--- src/rtl/noc_cfg_initiator_if.sv ---
// noc_cfg_initiator_if: request queue, configure word and mesh status for one initiator
interface noc_cfg_initiator_if;
    logic        req_valid;
    logic [1:0]  req_cmd;
    logic [6:0]  req_len;
    logic [1:0]  req_dest;
    logic        req_ready;
    logic [10:0] configure;
    logic        proc_ready;
    logic [4:0]  path_block;
    logic        done;
    logic [1:0]  status;
    logic        busy;
    modport master (
        input  req_valid, req_cmd, req_len, req_dest, proc_ready, path_block,
        output req_ready, configure, done, status, busy
    );
    modport slave (
        output req_valid, req_cmd, req_len, req_dest, proc_ready, path_block,
        input  req_ready, configure, done, status, busy
    );
endinterface

--- src/rtl/noc_cfg_initiator.sv ---
// noc_cfg_initiator: queues path requests and drives one node's configure word with hold/ack/retry tracking
module noc_cfg_initiator #(
    parameter int FIFO_DEPTH     = 4,
    parameter int HOLD_CYCLES    = 3,
    parameter int ACK_TIMEOUT    = 16,
    parameter int DONE_TIMEOUT   = 256,
    parameter int BACKOFF_CYCLES = 8,
    parameter int MAX_RETRY      = 3
) (
    input logic clk,
    input logic rst_n,
    noc_cfg_initiator_if.master bus
);
    localparam int AW   = $clog2(FIFO_DEPTH);
    localparam int T1   = ACK_TIMEOUT > DONE_TIMEOUT ? ACK_TIMEOUT : DONE_TIMEOUT;
    localparam int T2   = HOLD_CYCLES > BACKOFF_CYCLES ? HOLD_CYCLES : BACKOFF_CYCLES;
    localparam int TMAX = T1 > T2 ? T1 : T2;
    localparam int TW   = TMAX > 1 ? $clog2(TMAX) : 1;
    localparam int RW   = $clog2(MAX_RETRY + 2);

    typedef enum logic [2:0] {IDLE, ISSUE, WAIT_ACK, WAIT_DONE, BACKOFF} state_t;

    state_t        state, state_n;
    logic [10:0]   mem [FIFO_DEPTH];
    logic [AW:0]   wr_ptr, rd_ptr;
    logic          full, empty, push, pop;
    logic [TW-1:0] timer, timer_n, timer_inc;
    logic [RW-1:0] retry, retry_n;
    logic [10:0]   cur, cur_n, cfg, cfg_n;
    logic          done_r, done_n;
    logic [1:0]    status_r, status_n;

    assign empty         = wr_ptr == rd_ptr;
    assign full          = (wr_ptr[AW] != rd_ptr[AW]) && (wr_ptr[AW-1:0] == rd_ptr[AW-1:0]);
    assign push          = bus.req_valid && !full;
    assign bus.req_ready = !full;
    assign bus.busy      = state != IDLE;
    assign bus.configure = cfg;
    assign bus.done      = done_r;
    assign bus.status    = status_r;
    assign timer_inc     = &timer ? timer : timer + 1'b1;

    always_comb begin
        state_n  = state;
        timer_n  = timer_inc;
        retry_n  = retry;
        cur_n    = cur;
        cfg_n    = cfg;
        done_n   = 1'b0;
        status_n = status_r;
        pop      = 1'b0;
        case (state)
            IDLE: if (!empty && bus.proc_ready) begin
                pop     = 1'b1;
                cur_n   = mem[rd_ptr[AW-1:0]];
                retry_n = '0;
                timer_n = '0;
                if (cur_n[10:9] == 2'b00) begin
                    done_n   = 1'b1;
                    status_n = 2'b11;
                end else begin
                    cfg_n   = cur_n;
                    state_n = ISSUE;
                end
            end
            ISSUE: if (timer == TW'(HOLD_CYCLES - 1)) begin
                cfg_n   = '0;
                timer_n = '0;
                state_n = WAIT_ACK;
            end
            WAIT_ACK: if (!bus.proc_ready) begin
                timer_n = '0;
                state_n = WAIT_DONE;
            end else if (|bus.path_block) begin
                timer_n = '0;
                state_n = BACKOFF;
            end else if (timer == TW'(ACK_TIMEOUT - 1)) begin
                done_n   = 1'b1;
                status_n = 2'b01;
                state_n  = IDLE;
            end
            WAIT_DONE: if (bus.proc_ready || timer == TW'(DONE_TIMEOUT - 1)) begin
                done_n   = 1'b1;
                status_n = bus.proc_ready ? 2'b00 : 2'b01;
                state_n  = IDLE;
            end
            BACKOFF: if (timer == TW'(BACKOFF_CYCLES - 1)) begin
                if (retry < RW'(MAX_RETRY)) begin
                    retry_n = retry + 1'b1;
                    cfg_n   = cur;
                    timer_n = '0;
                    state_n = ISSUE;
                end else begin
                    done_n   = 1'b1;
                    status_n = 2'b10;
                    state_n  = IDLE;
                end
            end
            default: state_n = IDLE;
        endcase
    end

    always_ff @(posedge clk or negedge rst_n) begin
        if (!rst_n) begin
            state    <= IDLE;
            timer    <= '0;
            retry    <= '0;
            cur      <= '0;
            cfg      <= '0;
            done_r   <= 1'b0;
            status_r <= 2'b00;
            wr_ptr   <= '0;
            rd_ptr   <= '0;
        end else begin
            state    <= state_n;
            timer    <= timer_n;
            retry    <= retry_n;
            cur      <= cur_n;
            cfg      <= cfg_n;
            done_r   <= done_n;
            status_r <= status_n;
            wr_ptr   <= wr_ptr + (AW+1)'(push);
            rd_ptr   <= rd_ptr + (AW+1)'(pop);
        end
    end

    // Storage needs no reset: the pointers define which entries are live.
    always_ff @(posedge clk) begin
        if (push) mem[wr_ptr[AW-1:0]] <= {bus.req_cmd, bus.req_len, bus.req_dest};
    end
endmodule

--- src/flat_wrapper.sv ---
// flat-port wrapper written by rule: the top's interface ports become plain ports
module noc_cfg_initiator_flat 
#(
    parameter int FIFO_DEPTH     = 4,
    parameter int HOLD_CYCLES    = 3,
    parameter int ACK_TIMEOUT    = 16,
    parameter int DONE_TIMEOUT   = 256,
    parameter int BACKOFF_CYCLES = 8,
    parameter int MAX_RETRY      = 3
)
  (clk, rst_n, bus_req_valid, bus_req_cmd, bus_req_len, bus_req_dest, bus_proc_ready, bus_path_block, bus_req_ready, bus_configure, bus_done, bus_status, bus_busy);
  noc_cfg_initiator_if bus_i ();
  input logic clk;
  input logic rst_n;
  input wire logic [$bits(bus_i.req_valid)-1:0] bus_req_valid;
  input wire logic [$bits(bus_i.req_cmd)-1:0] bus_req_cmd;
  input wire logic [$bits(bus_i.req_len)-1:0] bus_req_len;
  input wire logic [$bits(bus_i.req_dest)-1:0] bus_req_dest;
  input wire logic [$bits(bus_i.proc_ready)-1:0] bus_proc_ready;
  input wire logic [$bits(bus_i.path_block)-1:0] bus_path_block;
  output wire logic [$bits(bus_i.req_ready)-1:0] bus_req_ready;
  output wire logic [$bits(bus_i.configure)-1:0] bus_configure;
  output wire logic [$bits(bus_i.done)-1:0] bus_done;
  output wire logic [$bits(bus_i.status)-1:0] bus_status;
  output wire logic [$bits(bus_i.busy)-1:0] bus_busy;
  assign bus_i.req_valid = bus_req_valid;
  assign bus_i.req_cmd = bus_req_cmd;
  assign bus_i.req_len = bus_req_len;
  assign bus_i.req_dest = bus_req_dest;
  assign bus_i.proc_ready = bus_proc_ready;
  assign bus_i.path_block = bus_path_block;
  assign bus_req_ready = bus_i.req_ready;
  assign bus_configure = bus_i.configure;
  assign bus_done = bus_i.done;
  assign bus_status = bus_i.status;
  assign bus_busy = bus_i.busy;
  noc_cfg_initiator #(.FIFO_DEPTH(FIFO_DEPTH), .HOLD_CYCLES(HOLD_CYCLES), .ACK_TIMEOUT(ACK_TIMEOUT), .DONE_TIMEOUT(DONE_TIMEOUT), .BACKOFF_CYCLES(BACKOFF_CYCLES), .MAX_RETRY(MAX_RETRY)) u_core (.clk(clk), .rst_n(rst_n), .bus(bus_i));
endmodule
--- config.mk ---
export PLATFORM = sky130hd
export DESIGN_NAME = noc_cfg_initiator_flat
export DESIGN_NICKNAME = d
export VERILOG_FILES = /design/src/rtl/noc_cfg_initiator_if.sv /design/src/rtl/noc_cfg_initiator.sv /design/src/flat_wrapper.sv
export SDC_FILE = /design/constraint.sdc
export NUM_CORES = 1
export LEC_CHECK = 0
export BUFFER_PORTS_ARGS = -buffer_cell sky130_fd_sc_hd__buf_2
export CORE_UTILIZATION = 45
export DETAILED_ROUTE_END_ITERATION = 10
export GPL_ROUTABILITY_DRIVEN = 0
export PLACE_DENSITY = 0.62
export SLEW_MARGIN = 20
export SYNTH_ARGS = -nofsm -noshare
export SYNTH_HDL_FRONTEND = slang
export SYNTH_SLANG_ARGS = --single-unit
--- constraint.sdc ---
create_clock -name clk -period 3.1 [get_ports clk]
set_input_delay 0.775 -clock clk [delete_from_list [all_inputs] [get_ports clk]]
set_output_delay 0.775 -clock clk [all_outputs]
set_load 0.01 [all_outputs]
* Word-level counts from Yosys, hierarchy flattened
Memory sizes are Yosys's and may differ from the RTL's. Cells that the tools add are included.
Storage, ports and cells: register bits 45, bits in latches 0, RAM bits 44, ROM bits 0, input port bits 20, output and inout bits 16, logic and storage cells 108, memories kept 1
Memory list:
- u_core.mem | depth 4, width 11, rd ports 1, clocked after Yosys merged registers in 0, write ports 1, RTL line noc_cfg_initiator.sv:24 | logic [10:0] mem [FIFO_DEPTH];
Operators by class: $add $sub $neg 4, $mul 0, divide/modulo/power cells 0, order comparisons 1, eq/ne operators 23, shifts and indexed selects 0, mux-type cells 51, bitwise gates (word level) 0, reduce and logical (&&, ||, !) cells 19
Operator list (count):
- 8-bit two-way mux | 7
- 11-bit two-way mux | 5
- 3-bit two-way mux | 11
- 11-bit case mux with 3 select lines | 1
- 8-bit case mux with 4 select lines | 1
- 2-bit two-way mux | 8
- 3-bit case mux with 5 select lines | 1
- 1-bit two-way mux | 14
- 2-bit by 1-bit != test with 1-bit output, second input constant | 7
- 6-bit AND reduction | 2
- 9-bit AND reduction | 1
- 8-bit by 1-bit adder with 8-bit output, second input constant | 1
- 8-bit by 2-bit == test with 1-bit output, second input constant | 1
- 8-bit by 3-bit == test with 1-bit output, second input constant | 1
- 8-bit by 4-bit == test with 1-bit output, second input constant | 1
- 8-bit == test, second input constant | 1
- 2-bit != test, second input constant | 4
- 2-bit case mux with 4 select lines | 1
- 8-bit AND reduction | 1
- 3-bit by 1-bit adder with 3-bit output | 2
- 3-bit by 2-bit == test with 1-bit output, second input constant | 2
- 3-bit case mux with 2 select lines | 1
- 3-bit nonzero test | 2
- 5-bit OR reduction | 1
- other kinds (18) | 21

* Depth between registers and ports, before layout
depth in word-level cells 6, depth in mapped cells 9, mapped depth without buffers 8

* Worst setup path before layout
OpenSTA, ideal clock, no wires.
path type input -> register, from in bus_path_block[0], to reg u_core.state[0], library setup time 0.125 ns, arrival time 2.314 ns, required time 2.975 ns, slack 0.661 ns, stages on the path 5, buffers on the path 0, cells stage by stage or4_1 -> or4_4 -> a32oi_1 -> nor4b_1 -> mux2_2
Between the ends: cells in the longest elaborated chain, start to end 4, elaborated cells on any way between the ends 6, those cells by class eq/ne: 1; mux: 3; reduce/logical: 2
Ends and longest elaborated chain:
- start: declaration | RTL line flat_wrapper.sv:20 | input wire logic [$bits(bus_i.path_block)-1:0] bus_path_block;
- 5-bit OR reduction * | RTL line noc_cfg_initiator.sv:74 | end else if (|bus.path_block) begin
- 3-bit two-way mux | RTL line noc_cfg_initiator.sv:74
- 3-bit two-way mux | RTL line noc_cfg_initiator.sv:71 | WAIT_ACK: if (!bus.proc_ready) begin
- 3-bit case mux with 5 select lines | RTL line noc_cfg_initiator.sv:52 | case (state)
- end signal: assignment | RTL line noc_cfg_initiator.sv:115 | state <= state_n;
- end: declaration | RTL line noc_cfg_initiator.sv:23 | state_t state, state_n;
Mark *: on every way between the ends. The rest lies on a longest branch, timed or not. A chain may end at the register's enable or synchronous reset.

* Final worst setup path
from reg u_core.rd_ptr[1], to out bus_req_ready
Between the ends: cells in the longest elaborated chain, start to end 3
Ends and longest elaborated chain:
- start: declaration | RTL line noc_cfg_initiator.sv:25 | logic [AW:0] wr_ptr, rd_ptr;
- start signal: assignment | RTL line noc_cfg_initiator.sv:123 | rd_ptr <= rd_ptr + (AW+1)'(pop);
- 2-bit == test | RTL line noc_cfg_initiator.sv:34 | assign full = (wr_ptr[AW] != rd_ptr[AW]) && (wr_ptr[AW-1:0] == rd_ptr[AW-1:0]);
- 1-bit logical AND | RTL line noc_cfg_initiator.sv:34
- 1-bit logical NOT | RTL line noc_cfg_initiator.sv:36 | assign bus.req_ready = !full;
- end: declaration | RTL line flat_wrapper.sv:21 | output wire logic [$bits(bus_i.req_ready)-1:0] bus_req_ready;
No other way between the ends.

==> flow_summary_export.csv <==
group,metric,value,unit
grt,grt_usage,16.9,%
power,combPwrFrac,10.6,%
grt,use_met1,24.9,%
cts,clock_path_buffers,2,
grt,antenna_found_initial,0,
grt,grt_overflow,0,
detailed_routing,drc,0,
timing,period_minus_slack,2.41,ns
synth,ys_warn_count,0,
cts,cts_htree_levels,3,
synth,syn_area,4100,um^2
cts,post_cts_buffers,0,
power,leakage,1.88,nW
detailed_routing,finalWirelength,7.34,mm
worst_setup_path,cp-start-kind,"flip-flop",
power,seq_power_share,58.4,%
power,power.switching,0.666,mW
worst_setup_path,r2r-end,"u_core.bus.configure[10]$_DFFE_PN0P_",
power,sw_frac_of_total,27.0,%
synth,synth_cell_types,49,
worst_setup_path,r2r-start,"u_core.rd_ptr[1]$_DFF_PN0_",
detailed_routing,via_per_inst,5.35,
timing,fmax,415,MHz
synth,synth_common_cells,"dfrtp_1 (45), edfxtp_1 (44), nand2_1 (43)",
die,fp.dieW,97.5,um
cts,cts_tree,"yes",
grt,grt_max_degree,46,
timing,drv_slew,0,
worst_setup_path,crit_type,"reg2out",
synth,synth.top_cell.area_share,32.2,%
power,powerDensity,533,nW/um^2
timing,finalClockSkew,0.0114,ns
detailed_routing,dr.pass1.iters,4,
place,place_hpwl,5.13,mm
worst_setup_path,cp.required,2.32,ns
synth,synth_top_area_cell,"edfxtp_1",
power,clkPwrFrac,31.0,%
worst_hold_path,min-delay-start,"u_core.cur[1]$_DFFE_PN0N_",
final_layout,area_growth_syn_to_layout,12.7,%
final_layout,drive_above_1_share,25.3,%
timing,fin_crit_sh,77.7,%
grt,grt_pass1_wl,12.7,mm
detailed_routing,final_antenna_net_count,0,
place,place_area,4430,um^2
final_layout,fillers,750,
timing,worst_pin_slew,0.741,ns
timing,setup_tns,0,ns
worst_setup_path,critPathMaxFanout,15,
place,place.port_buffers,35,
synth,synth_most_common_cell,"dfrtp_1",
flow_run,cap_violations,0,
cts,clock-sinks,89,
worst_setup_path,arrival,1.63,ns
timing,setup_violations,0,
detailed_routing,wire_per_inst,15.0,um
synth,synth_flop_cell,"dfrtp_1",
die,rows,34,
synth,syn-num-nets,362,
synth,ys_ff_latch,89,
timing,hold_viol,0,
die,initial_core_util,46.8,%
synth,async_flop_share,50.6,%
die,dieArea,9510,um^2
grt,grt_use_met3,3.31,%
cts,clock_latency,0.36,ns
cts,cts_resized,0,
worst_setup_path,end_kind,"primary output",
detailed_routing,dr_total_vias,2609,
die,die_h,97.5,um
grt,top_usage_layer,"met1",
timing,rsz0062_at_grt,"no",
cts,cts_root_buffer,"clkbuf_8",
synth,synth_edf_count,44,
worst_setup_path,r2r_cells,7,
power,vdd_ir_drop_max,0.348,mV
worst_setup_path,r2r_slack,0.79,ns
detailed_routing,drt-initial-drc-count,123,
worst_hold_path,hold_depth,2,
final_layout,insertedDiodeCount,0,
power,p_int,1.80,mW
synth,synthCells,335,
die,core_area,8760,um^2
final_layout,finalInstanceArea,4620,um^2
cts,cts-buffers-inserted,9,
cts,ctsHoldBuffers,0,
worst_hold_path,hold_class,"reg2reg",
die,pin_count,36,
worst_hold_path,worstHoldEndpoint,"u_core.cur[1]$_DFFE_PN0N_",
cts,clk_pin_slew,0.09,ns
synth,syn_area_per_cell,12.3,um^2
timing,max-slew-margin-rel,50.5,%
grt,grtUsageMet2,24.7,%
outcome,outcome,"completed",
synth,ys_top_cells_by_area,"edfxtp_1 (32%), dfrtp_1 (27%), o21ai_0 (5.1%)",
synth,seq_area_frac_synth,59.6,%
grt,grt_pass1_vias,2501,
final_layout,fin_nets,402,
worst max path at each step:
stage | startpoint | to | slack [ns] | cells after the start
after floorplan | bus_path_block[0] | u_core.state[0]$_DFFE_PN0P_ | 0.66 | 5
after global placement | bus_path_block[0] | u_core.bus.status[0]$_DFFE_PN0P_ | 0.50 | 6
after detailed placement | bus_path_block[0] | u_core.bus.status[0]$_DFFE_PN0P_ | 0.45 | 6
after CTS | u_core.rd_ptr[1]$_DFF_PN0_ | bus_req_ready | 0.65 | 4
after global routing | u_core.rd_ptr[1]$_DFF_PN0_ | bus_req_ready | 0.49 | 4
final | u_core.rd_ptr[1]$_DFF_PN0_ | bus_req_ready | 0.69 | 4
power by group through the flow:
| stage | sequential (mW) | clock (mW) | combinational [mW] |
|---|---|---|---|
| after floorplan | 1.46 | 0 | 0.157 |
| after global placement | 1.46 | 0 | 0.264 |
| after detailed placement | 1.47 | 0 | 0.269 |
| after CTS | 1.44 | 0.789 | 0.268 |
| after global routing | 1.45 | 0.841 | 0.301 |
| final | 1.44 | 0.763 | 0.261 |
critical path: stages (launching register included):
cell,delay (ns)
dfrtp_1,0.64
xor2_1,0.32
nor2_1,0.09
nand2_1,0.10
buf_2,0.13
metrics by stage:
| step | setup WS (ns) | hold slack [ns] | power [mW] | utilization (%) | cells |
|---|---|---|---|---|---|
| after floorplan | 0.661 | 0.450 | 1.61 | - | 335 |
| after global placement | 0.505 | 0.461 | 1.73 | 50.6 | 472 |
| after detailed placement | 0.446 | 0.471 | 1.73 | 50.6 | 472 |
| after CTS | 0.650 | 0.491 | 2.50 | 52.8 | 488 |
| after global routing | 0.485 | 0.509 | 2.60 | 52.8 | 488 |
| final | 0.690 | 0.487 | 2.46 | 52.8 | 488 |
layout by cell type, fill, tap and decap left out, types with 2 or more instances in the layout:
cell         n
nand2b_1     2
nor3b_1      6
a211oi_1     2
mux4_2       2
and3_1       3
dfrtp_1     45
nor4b_1      2
mux2_2      13
xor2_1       6
inv_1        6
o21ai_0     42
nor2_1      20
o31ai_1      3
or4_1        2
clkinvlp_4   2
a32o_1       2
inv_8        4
nor3_1      11
clkbuf_8     9
nand3_1      4
edfxtp_1    44
or4_4        2
buf_2       35
mux2i_1     12
mux2_4      10
a21oi_1      6
ha_1         7
nand2_1     43
buf_4       13
cells by family after synthesis:
kind of cell | count (synthesis) | share of synthesized area, %
simple gates | 102 | 12.0
flops | 89 | 59.6
compound gates | 68 | 10.8
mux | 37 | 11.2
buf+inv | 25 | 2.71
xor+xnor | 7 | 1.49
fa+ha+maj | 7 | 2.13
layer usage:
layer | vias to the layer above | share of wire [%] | wire length (um)
met2 | 54 | 44 | 3240
met1 | 1235 | 50 | 3700
met3 | 10 | 4.0 | 295
met4 | 0 | 1.5 | 111
li1 | 1310 | - | -
met5 | - | 0 | 0
layout make-up:
class,instances,area [um^2],share of cell area [%]
Sequential cell,89,2450,52.9
Multi-Input combinational cell,221,1550,33.6
Timing Repair Buffer,48,273,5.90
Tap cell,108,135,2.92
Clock buffer,9,124,2.68
Clock inverter,7,68.8,1.49
Inverter,6,22.5,0.487
sequential cells by signal, summed over array words and instances, names as in the netlist:
signal	flops
u_core.bus.configure	11
u_core.bus.done	1
u_core.bus.status	2
u_core.cur	11
u_core.mem	44
u_core.rd_ptr	3
u_core.retry	3
u_core.state	3
u_core.timer	8
u_core.wr_ptr	3
No activity file was read; power rests on OpenSTA's default activity.
